`config.mk`:
```
export PLATFORM = sky130hd
export DESIGN_NAME = pipe_ex_core
export DESIGN_NICKNAME = d
export VERILOG_FILES = /design/src/rtl/pipe_ex_core.sv
export SDC_FILE = /design/constraint.sdc
export NUM_CORES = 1
export LEC_CHECK = 0
export CORE_MARGIN = 10
export CORE_UTILIZATION = 39
export DETAILED_ROUTE_END_ITERATION = 6
export DONT_BUFFER_PORTS = 1
export GPL_ROUTABILITY_DRIVEN = 0
export RECOVER_POWER = 50
export SLEW_MARGIN = 20
export SYNTH_ARGS = -nofsm -noshare
export SYNTH_HDL_FRONTEND = slang
export SYNTH_SLANG_ARGS = --single-unit
```
`constraint.sdc`:
```
create_clock -name clk -period 15.3 [get_ports clk]
set_input_delay 4.59 -clock clk [delete_from_list [all_inputs] [get_ports clk]]
set_output_delay 4.59 -clock clk [all_outputs]
set_load 0.005 [all_outputs]
```
`src/rtl/pipe_ex_core.sv`:
```
// Four-stage pipelined register-register ALU with regbank and data-memory writeback.
// S1 reads operands (with S3 bypass), S2 computes, S3 writes regbank and Zout, S4 writes mem.
module pipe_ex_core (
    output logic [15:0] Zout,
    input  logic [3:0]  rs1,
    input  logic [3:0]  rs2,
    input  logic [3:0]  rd,
    input  logic [3:0]  func,
    input  logic [7:0]  addr,
    input  logic        clk,
    input  logic        rst
);

    typedef enum logic [3:0] {
        FnAdd  = 4'd0,
        FnSub  = 4'd1,
        FnMul  = 4'd2,
        FnSela = 4'd3,
        FnSelb = 4'd4,
        FnAnd  = 4'd5,
        FnOr   = 4'd6,
        FnXor  = 4'd7,
        FnNega = 4'd8,
        FnNegb = 4'd9,
        FnSra  = 4'd10,
        FnSla  = 4'd11
    } alu_fn_e;

    // Architectural state; deliberately not reset
    logic [15:0] regbank [0:15];
    logic [15:0] mem     [0:255];

    // Stage 1 registers
    logic [15:0] a, b;
    logic [3:0]  func1, rd1;
    logic [7:0]  addr1;
    logic        v1;
    // Stage 2 registers
    logic [15:0] z2;
    logic [3:0]  rd2;
    logic [7:0]  addr2;
    logic        v2;
    // Stage 3 registers (Zout is the stage-3 result)
    logic [7:0]  addr3;
    logic        v3;

    logic [15:0] a_rd, b_rd, alu;

    // Operand read with bypass from the S3 writeback happening on the same edge
    always_comb begin
        a_rd = regbank[rs1];
        b_rd = regbank[rs2];
        if (v2 && (rd2 == rs1)) a_rd = z2;
        if (v2 && (rd2 == rs2)) b_rd = z2;
    end

    // ALU; unsigned, results truncated to 16 bits
    always_comb begin
        alu = 16'h0000;
        case (func1)
            FnAdd:   alu = a + b;
            FnSub:   alu = a - b;
            FnMul:   alu = a * b;
            FnSela:  alu = a;
            FnSelb:  alu = b;
            FnAnd:   alu = a & b;
            FnOr:    alu = a | b;
            FnXor:   alu = a ^ b;
            FnNega:  alu = ~a;
            FnNegb:  alu = ~b;
            FnSra:   alu = a >> 1;
            FnSla:   alu = a << 1;
            default: alu = 16'h0000;
        endcase
    end

    // Pipeline registers and valid chain; reset discards everything in flight
    always_ff @(posedge clk or posedge rst) begin
        if (rst) begin
            a     <= '0;
            b     <= '0;
            func1 <= '0;
            rd1   <= '0;
            addr1 <= '0;
            v1    <= 1'b0;
            z2    <= '0;
            rd2   <= '0;
            addr2 <= '0;
            v2    <= 1'b0;
            Zout  <= '0;
            addr3 <= '0;
            v3    <= 1'b0;
        end else begin
            a     <= a_rd;
            b     <= b_rd;
            func1 <= func;
            rd1   <= rd;
            addr1 <= addr;
            v1    <= 1'b1;
            z2    <= alu;
            rd2   <= rd1;
            addr2 <= addr1;
            v2    <= v1;
            Zout  <= z2;
            addr3 <= addr2;
            v3    <= v2;
        end
    end

    // S3 register writeback, gated by the stage valid bit
    always_ff @(posedge clk) begin
        if (v2) regbank[rd2] <= z2;
    end

    // S4 data-memory store, gated by the stage valid bit
    always_ff @(posedge clk) begin
        if (v3) mem[addr3] <= Zout;
    end

endmodule

```
==> results of run 1 <==
-- metal layers --
metal	wire, um	vias up	GRT usage, %	part of all wire [%]
met4	1770	0	6.02	3.2
met5	0	-	0	0
met3	3520	99	2.44	6.5
li1	-	5397	-	-
met2	26200	537	27.7	48
met1	22900	6590	23.1	42
-- synth_stat cells (all sizes together) (5+ instances only) --
cell type	count	area share [%]
mux4	160	18
a22oi	6	0.22
nand2	92	1.7
a21oi	39	0.96
nor2	123	2.2
o211ai	6	0.24
o31ai	6	0.24
buf	47	1.6
or3	9	0.27
edfxtp	256	37
a31oi	6	0.18
xor2	19	0.80
a221oi	20	0.84
dfrtp	78	9.4
fa	81	7.8
clkbuf	38	0.69
o21ai	28	0.68
inv	145	2.6
xnor2	51	2.2
a211oi	7	0.25
mux2	32	1.7
nor3	15	0.39
clkinv	5	0.090
o21a	5	0.18
nand2b	7	0.21
ha	97	5.8
nand3	16	0.39
-- metrics by stage --
step	instances	hold WS, ns
floorplan	1457	0.331
global placement	2084	0.332
detailed placement	2084	0.336
CTS	2149	0.347
global route	2149	0.355
finish	2149	0.346
-- cell families after synthesis --
family | count (synthesis)
fa+ha+maj | 178
xor+xnor | 71
buf+inv | 235
compound gates | 154
simple gates | 288
other cells | 1
mux | 196
flops | 334
-- sequential cells by signal (all words and copies together) (netlist names) --
signal   count
a           16
func1        4
z2          16
v1           1
rd1          4
v2           1
b           16
regbank    256
rd2          4
Zout        16
-- worst max-delay path by stage --
stage,end,from,cells past startpoint
6_report,z2[14]$_DFF_PP0_,b[4]$_DFF_PP0_,19
5_1_grt,z2[14]$_DFF_PP0_,b[4]$_DFF_PP0_,19
4_1_cts,z2[14]$_DFF_PP0_,b[4]$_DFF_PP0_,19
3_5_place_dp,z2[14]$_DFF_PP0_,b[4]$_DFF_PP0_,19
3_3_place_gp,z2[14]$_DFF_PP0_,b[4]$_DFF_PP0_,19
2_1_floorplan,Zout[0]$_DFF_PP0_,rst,1
-- where the power goes --
group	leakage (nW)	switching [mW]	internal [mW]
registers	3.21	0.171	1.12
clock network	0.588	0.352	0.534
logic	4.71	1.37	1.08
-- placed cells by master (no fill, tap or decap), types with 7 or more instances in the layout --
| cell | instances |
|---|---|
| xnor2_1 | 51 |
| inv_1 | 142 |
| or3_1 | 9 |
| nor2_1 | 114 |
| dfrtp_1 | 78 |
| o21ai_1 | 12 |
| a211oi_1 | 7 |
| mux4_1 | 60 |
| nand2_1 | 92 |
| nand3_1 | 16 |
| fa_1 | 81 |
| nor3_1 | 12 |
| nand2b_1 | 7 |
| clkinv_1 | 11 |
| buf_4 | 21 |
| ha_1 | 97 |
| clkbuf_1 | 8 |
| mux2_2 | 32 |
| xor2_1 | 19 |
| clkbuf_16 | 37 |
| edfxtp_1 | 256 |
| mux4_2 | 98 |
| a21oi_1 | 38 |
| a221oi_1 | 20 |
| o21ai_0 | 16 |
-- area by class of cell --
| class | instances | area [sq um] | share of cell area, % |
|---|---|---|---|
| Clock inverter | 22 | 246 | 1.09 |
| Clock buffer | 43 | 958 | 4.25 |
| Multi-Input combinational cell | 888 | 10100 | 44.9 |
| Tap cell | 688 | 861 | 3.82 |
| Timing Repair Buffer | 24 | 169 | 0.749 |
| Sequential cell | 334 | 9640 | 42.7 |
| Inverter | 150 | 566 | 2.51 |
==> run metrics, run 1 <==
reg2reg path depth=19; Starting Density=39.4%; GRT Overall Usage=17.1%; min-delay src=v1$_DFF_PP0_; CTS Buf Count=36; DR vias=12.6k; Synth async-reset ratio=23.4%; Vias/cell=5.87; compound-cell area share of the yosys netlist=5.14%; DR iter-0 viols=1138; max-slew violation count=17; worst path bufs/invs=5; count of input and output buffers=0; DIE WIDTH=251 um; Hold Buf Count CTS=0; mux cell area share after synthesis=20.4%; max-capacitance violation count=1; Filler Cell Count=4690; pre-CTS WS=8.65 ns; Root Buffer=clkbuf_16; crit-path cells=clkinv_1 -> nor2_1 -> fa_1 -> inv_1 -> fa_1 -> fa_1 -> fa_1 -> inv_1 -> fa_1 -> inv_1 -> fa_1 -> inv_1 -> ha_1 -> nand3_1 -> a211oi_1 -> and3b_1 -> o211ai_1 -> nor3b_1 -> o21ai_1; CTS tree=done; ys flop type=edfxtp_1; antenna violations before repair=3; Ys Warns=0; crit-path leading delay family=adder cells; post-cts sizing count=0; count of cell types in the netlist=73; Worst-Margin Slew=1.69 ns; Setup violations, final=0; Tcrit/Tclk final=43.9%; gr ovfl total=0; TritonCTS Sinks=334; RR Startpoint=b[4]$_DFF_PP0_; die footprint=62800 sq um; H-tree depth=2; Synth Instances=1457; Worst VDD drop=0.000283 V; slowest CP cell=dfrtp_1; outcome=complete, but fails checks; #FFs+latches synth=334; Final nets=1638; Synth Area in Simple Gates=6.24%; Worst Hold Depth=0; post-DP HPWL=35000 um; Fmax=149 MHz; Final Cell Area=22600 sq um; failing checks=capacitance limit, slew limit; fin crit period=6.72 ns; Lkg Pwr=8.51 nW; first-pass GRT wire length=82700 um; Placed Area=21400 sq um; Max Buffers Root-to-Sink=3; Setup TNS=0 ns; routed len/inst=25.3 um; Final Skew=0.0191 ns; Worst setup EP type=flop; critical path launch point type=flop; slowest stage delay, CP=0.72 ns; crit path DAT=7.08 ns; RSZ-0062 raised after global routing=false; Worst Path Max Fanout=10; reg2reg end=z2[14]$_DFF_PP0_; Most common cell on crit path=fa_1; Area Overhead vs Synth=8.72%; Post-Route Utilization=42.8%; worst relative slew slack=-12.8%; worst skew pair latency=0.53 ns; Avg Cell Area, Syn=14.2 sq um; clock slew at reported path FFs=0.06 ns; register area share after synthesis=46.5%; Total Power=4.63 mW; Post-synth EDFFs=256; die height=251 um; CP required=15.66 ns; row cnt=84; syn nets=1661; Setup CP Type=flop to flop; Power Dens Cells=205 nW/um^2; crit path setup slack, layout=8.58 ns; ANT cells=0; Post-CTS Setup Inserts=0; vias in the first global route=13.1k; Hold/Removal Path Class=flop to flop; Hold Path Sink=v2$_DFF_PP0_; DR pass1 iterations=6; share of cells above drive strength 1=15.8%; drc violations=0; final hold viol count=0; XOR/XNOR Fraction of Synth Area=3.06%; largest family of logic cells by synthesized area=multiplexers; cell area after synthesis=20700 sq um; r2r setup slk=8.58 ns; largest net degree at the start of global routing=69; Core Area=52700 sq um; Post-Route WL=54400 um; ANT nets after route=0; post-synthesis adder-cell area fraction=13.7%; total I/O pin count=42
No activity file was read; power rests on OpenSTA's default activity.
==> inputs of run 2 (changes only) <==
==> constraint.sdc (replaced) <==
create_clock -name clk -period 7.1 [get_ports clk]
set_input_delay 2.13 -clock clk [delete_from_list [all_inputs] [get_ports clk]]
set_output_delay 2.13 -clock clk [all_outputs]
set_load 0.005 [all_outputs]
==> run 2 against run 1 <==
Net effect: the flow still finishes with violations (capacitance limit, slew limit); hold slack got worse by 0.00063 ns; via count decreased by 0.53%; largest power group unchanged; clock-buffer cell count increased by 11; sequential cell count unchanged; wire length decreased by 1.3%; utilization about the same; die area unchanged; clock power increased by 100%; clock skew decreased by 0.0030 ns; highest routed layer unchanged; cell count increased by 0.47%.
==> run metrics, run 2 (same netlist as run 1, synthesis figures left out) <==
Worst VDD drop=0.000438 V (+55%); total I/O pin count=42 (unchanged); ANT cells=0 (unchanged); CTS Buf Count=36 (unchanged); Fmax=163 MHz (+9.7%); DR pass1 iterations=5 (-1); max-capacitance violation count=1 (unchanged); Root Buffer=clkbuf_16; Setup TNS=0 ns (unchanged); die footprint=62800 sq um (unchanged); routed len/inst=24.9 um (-1.7%); most frequent cells in the layout=edfxtp_1, inv_1, nor2_1; die height=251 um (unchanged); largest net degree at the start of global routing=66 (-4.3%); largest reg by FF count=regbank; Tcrit/Tclk final=86.3% (+42 points); first-pass GRT wire length=82400 um (-0.31%); critical path launch point type=flop; RSZ-0062 raised after global routing=false; worst skew pair latency=0.52 ns (about the same); vias in the first global route=13.2k (+0.93%); Setup CP Type=flop to flop; crit path DAT=6.49 ns (-0.59 ns); outcome=complete, but fails checks; Lkg Pwr=8.52 nW (+0.11%); fin crit period=6.13 ns (-0.596 ns); Final Skew=0.0160 ns (-0.00302 ns); post-cts sizing count=0 (unchanged); Max Buffers Root-to-Sink=3 (unchanged); Worst Path Max Fanout=14 (+4); H-tree depth=2 (unchanged); DR iter-0 viols=1168 (+2.6%); Filler Cell Count=4745 (+1.2%); TritonCTS Sinks=334 (unchanged); Final nets=1650 (+0.73%); gr ovfl total=0 (unchanged); Hold/Removal Path Class=flop to flop; GRT Overall Usage=17.0% (-0.097 points); Starting Density=39.4% (unchanged); commonest non-fill, non-tap cell in the layout=edfxtp_1; ANT nets after route=0 (unchanged); clock slew at reported path FFs=0.06 ns (about the same); failing checks=capacitance limit, slew limit; drc violations=0 (unchanged); antenna violations before repair=1 (-2); CP required=7.47 ns (-8.19 ns); DR vias=12.6k (-0.53%); DIE WIDTH=251 um (unchanged); share of cells above drive strength 1=16.1% (+0.30 points); CTS tree=done; footprint of the multi-input gates=10100 sq um (+0.12%); final hold viol count=0 (unchanged); Post-Route WL=53700 um (-1.3%); Setup violations, final=0 (unchanged); Final Cell Area=22600 sq um (about the same); Placed Area=21500 sq um (+0.44%); post-DP HPWL=34900 um (-0.23%); count of input and output buffers=0 (unchanged); Worst-Margin Slew=1.51 ns (-0.186 ns); Core Area=52700 sq um (unchanged); register area=9640 sq um (unchanged); Area Overhead vs Synth=8.80% (about the same); Vias/cell=5.82 (-0.99%); Hold Buf Count CTS=0 (unchanged); worst relative slew slack=-0.336% (+12 points); Post-Route Utilization=42.9% (about the same); Worst setup EP type=flop; Largest register FFs=256 (unchanged); max-slew violation count=16 (-1); Power Dens Cells=432 nW/um^2 (+110%); row cnt=84 (unchanged); Post-CTS Setup Inserts=0 (unchanged)
==> run 2: cell types whose count changed in the layout (fill, tap and decap cells not counted), sizes merged <==
cell	change
clkinvlp	-1
bufinv	-3
inv	-4
clkbuf	+10
clkinv	-5
buf	+13
==> run 2: report_power, final <==
group	internal [mW]	switching, mW	leakage, nW
logic	2.35	2.89	4.77
clock network	1.07	0.707	0.542
registers	2.41	0.334	3.21
total	5.83	3.94	8.52
==> run 2: worst max-delay path: stages, from the launching register on <==
cell and delay (ns):
dfrtp_1 0.80, inv_1 0.28, nor2_1 0.23, fa_1 0.21, inv_1 0.06, fa_1 0.43, fa_1 0.52, fa_1 0.54
inv_1 0.05, fa_1 0.47, inv_1 0.05, fa_1 0.47, inv_1 0.04, ha_1 0.37, nand3_1 0.09, a211oi_1 0.28
and3b_1 0.24, o211ai_1 0.17, nor3b_1 0.53, o21ai_1 0.14
==> run 2: metal layers <==
layer / wire (um) / vias up / global-route usage (%)
li1: - / 5411 / -
met1: 22200 / 6528 / 22.6
met2: 26200 / 509 / 28.1
met3: 3720 / 108 / 2.74
met4: 1570 / 0 / 5.15
met5: 0 / - / 0
==> run 2: area by class of cell <==
type / instances / area share [%]
multi-input cells: 888 / 44.9
well taps: 688 / 3.81
repair buffers: 36 / 1.16
flip-flops and latches: 334 / 42.7
clock inverters: 9 / 0.388
inverters: 150 / 2.50
clock buffers: 54 / 4.56
==> run 2: worst paths after layout <==
check / endpoint / start / depth (start not counted) / slack (ns)
worst min register to register: rd2[1]$_DFF_PP0_ / rd1[1]$_DFF_PP0_ / 0 / 0.35
worst min-delay path: rd2[1]$_DFF_PP0_ / rd1[1]$_DFF_PP0_ / 0 / 0.35
worst max-delay path: z2[14]$_DFF_PP0_ / a[4]$_DFF_PP0_ / 19 / 0.97
max in group asynchronous: rd2[3]$_DFF_PP0_ / rst / 2 / 4.29
worst max register to register: z2[14]$_DFF_PP0_ / a[4]$_DFF_PP0_ / 19 / 0.97
min in group asynchronous: Zout[2]$_DFF_PP0_ / rst / 1 / 1.58
==> run 2: through the flow <==
step / std cells / hold slack [ns] / power [mW] / worst slack [ns]
floorplan: 1457 / 0.331 / 6.62 / 1.72
global placement: 2096 / 0.333 / 7.94 / 1.01
detailed placement: 2096 / 0.335 / 7.99 / 0.999
CTS: 2159 / 0.347 / 9.82 / 0.951
global route: 2159 / 0.357 / 10.6 / 0.742
finish: 2159 / 0.345 / 9.76 / 0.973
==> inputs of run 3 (changes only) <==
--- a/config.mk
+++ b/config.mk
@@ -5,12 +5,13 @@
 export SDC_FILE = /design/constraint.sdc
 export NUM_CORES = 1
 export LEC_CHECK = 0
-export CORE_MARGIN = 10
+export CORE_MARGIN = 1.5
 export CORE_UTILIZATION = 39
 export DETAILED_ROUTE_END_ITERATION = 6
 export DONT_BUFFER_PORTS = 1
 export GPL_ROUTABILITY_DRIVEN = 0
 export RECOVER_POWER = 50
+export SKIP_LAST_GASP = 1
 export SLEW_MARGIN = 20
 export SYNTH_ARGS = -nofsm -noshare
 export SYNTH_HDL_FRONTEND = slang
==> run 3 against run 2 <==
Net effect: the run still ends with capacitance limit, slew limit left; sequential share of layout area fell by 0.12 points; design area rose by 0.27%; clock-buffer cell count fell by 6; critical path depth did not move; via count rose by 0.33%; worst setup slack got worse by 0.090 ns; utilization rose by 0.20 points; maximum frequency fell by 1.5%; die area fell by 13%; clock power barely moved; combinational power rose by 2%; sequential power barely moved; highest routed layer unchanged.
==> run metrics, run 3 (same netlist as run 1, synthesis figures left out) <==
outcome=complete, but fails checks; failing checks=capacitance limit, slew limit; min-delay src=v1$_DFF_PP0_; switching part of the total=41.1% (+0.78 points); Root Buffer=clkbuf_16; r2r setup slk=0.88 ns (-0.09 ns); Setup CP Type=flop to flop; slowest stage delay, CP=0.59 ns (-0.21 ns); critical path launch point type=flop; GRT Overall Usage=20.2% (+3.2 points); crit path DAT=6.57 ns (+0.08 ns); Setup TNS=0 ns (unchanged); total I/O pin count=42 (unchanged); Placed Cells=2104 (+0.38%); Hold WS=0.342 ns (-0.00359 ns); CTS Buf Count=36 (unchanged); reg2reg path depth=19 (unchanged); Hold Path Sink=v2$_DFF_PP0_; Lkg Pwr=8.58 nW (+0.68%); H-tree depth=2 (unchanged); DR vias=12.6k (+0.33%); footprint of the multi-input gates=10100 sq um (-0.20%); Final Skew=0.0231 ns (+0.00709 ns); Total Power=9.87 mW (+1.1%); max-capacitance violation count=2 (+1); worst path bufs/invs=5 (unchanged); antenna violations before repair=0 (-1); die footprint=54600 sq um (-13%); Logic pwr share=54.0% (+0.3 points); count of input and output buffers=0 (unchanged); CTS tree=done; Setup violations, final=0 (unchanged); Area Overhead vs Synth=9.10%; clock slew at reported path FFs=0.06 ns (about the same); Hold Buf Count CTS=0 (unchanged); TritonCTS Sinks=334 (unchanged); Clk pwr share=18.2% (about the same); Post-CTS Setup Inserts=0 (unchanged); row cnt=84 (unchanged); Max Buffers Root-to-Sink=3 (unchanged); Filler Cell Count=4715 (-0.63%); RSZ-0062 raised after global routing=false; Worst-Margin Slew=1.54 ns (+0.0355 ns); Reg power frac=27.8% (-0.3 points); most frequent cells in the layout=edfxtp_1, inv_1, nor2_1; CP required=7.45 ns (-0.02 ns); Core Area=52600 sq um (-0.20%); reg2reg end=z2[14]$_DFF_PP0_; commonest non-fill, non-tap cell in the layout=edfxtp_1; Finished Layout Cells=2169 (+0.46%); Vias/cell=5.81 (-0.13%); gr ovfl total=0 (unchanged); Tcrit/Tclk final=87.6% (+1.3 points); largest net degree at the start of global routing=68 (+3.0%); internal power=5.81 mW (-0.23%); crit-path cells=inv_2 -> nor2_1 -> fa_1 -> inv_1 -> fa_1 -> fa_1 -> fa_1 -> inv_1 -> fa_1 -> inv_1 -> fa_1 -> inv_1 -> ha_1 -> nand3_1 -> a211oi_1 -> and3b_1 -> o211ai_1 -> nor3b_1 -> o21ai_1; first-pass GRT wire length=81800 um (-0.82%); ANT cells=0 (unchanged); largest reg by FF count=regbank; DIE WIDTH=234 um (-6.8%); post-cts sizing count=0 (unchanged); fin crit period=6.22 ns (+0.0904 ns); Largest register FFs=256 (unchanged); slowest CP cell=dfrtp_1; Post-Route WL=53500 um (-0.36%); crit-path leading delay family=adder cells; Worst Hold Depth=0 (unchanged); share of cells above drive strength 1=17.1% (+0.97 points); drc violations=0 (unchanged); register area=9640 sq um (unchanged); Fmax=161 MHz (-1.5%); vias in the first global route=13.2k (-0.0076%); routed len/inst=24.7 um (-0.82%); sw power=4.06 mW (+3.0%); Starting Density=39.5% (+0.079 points); die height=234 um (-6.8%); DR pass1 iterations=5 (unchanged); Final nets=1658 (+0.48%); ANT nets after route=0 (unchanged); final hold viol count=0 (unchanged); Worst setup EP type=flop; Worst Path Max Fanout=10 (-4); Post-Route Utilization=43.1% (+0.20 points); max-slew violation count=33 (+17); worst relative slew slack=-2.70% (-2.4 points); RR Startpoint=b[2]$_DFF_PP0_; Hold/Removal Path Class=flop to flop; Worst VDD drop=0.000550 V (+25%); worst skew pair latency=0.53 ns (about the same); Power Dens Cells=436 nW/um^2 (+0.81%); post-DP HPWL=35200 um (+0.94%); Most common cell on crit path=fa_1; DR iter-0 viols=1063 (-9.0%)
run 3: per-stage QoR:
step / area, sq um / setup slack, ns
after global routing: 22600 / 0.616
after global placement: 21500 / 1.00
final: 22600 / 0.883
after detailed placement: 21500 / 0.976
after CTS: 22700 / 0.966
after floorplan: 20700 / 1.72
run 3: layout make-up:
type	count	share of cell area [%]
clock buffers	48	4.36
clock inverters	17	0.691
inverters	150	2.49
multi-input cells	888	44.7
flip-flops and latches	334	42.6
well taps	688	3.80
repair buffers	44	1.41
run 3: worst max path at each step:
stage,startpoint,end,slack (ns),depth (start not counted)
4_1_cts,b[2]$_DFF_PP0_,z2[14]$_DFF_PP0_,0.97,19
5_1_grt,b[2]$_DFF_PP0_,z2[14]$_DFF_PP0_,0.62,19
2_1_floorplan,b[3]$_DFF_PP0_,z2[15]$_DFF_PP0_,1.72,19
3_5_place_dp,b[2]$_DFF_PP0_,z2[14]$_DFF_PP0_,0.98,19
6_report,b[2]$_DFF_PP0_,z2[14]$_DFF_PP0_,0.88,19
3_3_place_gp,b[2]$_DFF_PP0_,z2[14]$_DFF_PP0_,1.00,19
run 3: worst reg2reg max path, delay by kind of cell (launching register included):
family	cells	cell delay, ns
flip-flops	1	0.59
buffers and inverters	5	0.55
AND/OR/NAND/NOR	4	1.01
adder cells (fa/ha/maj)	7	3.29
AO/OA/AOI/OAI	3	0.62
run 3: power groups by stage:
stage                     Combinational (mW)  Sequential, mW  Clock, mW
after floorplan                         4.02            2.59          0
after global placement                  5.25            2.77          0
after detailed placement                5.32            2.78          0
after CTS                               5.38            2.74       1.83
after global routing                    5.99            2.78       1.91
final                                   5.32            2.74       1.80
run 3: layer usage:
layer,wire length [um],part of all wire (%),GRT usage (%)
met2,25700,48,33.3
met1,22300,42,27.3
met4,1720,3.2,6.81
met5,0,0,0
met3,3830,7.2,3.10
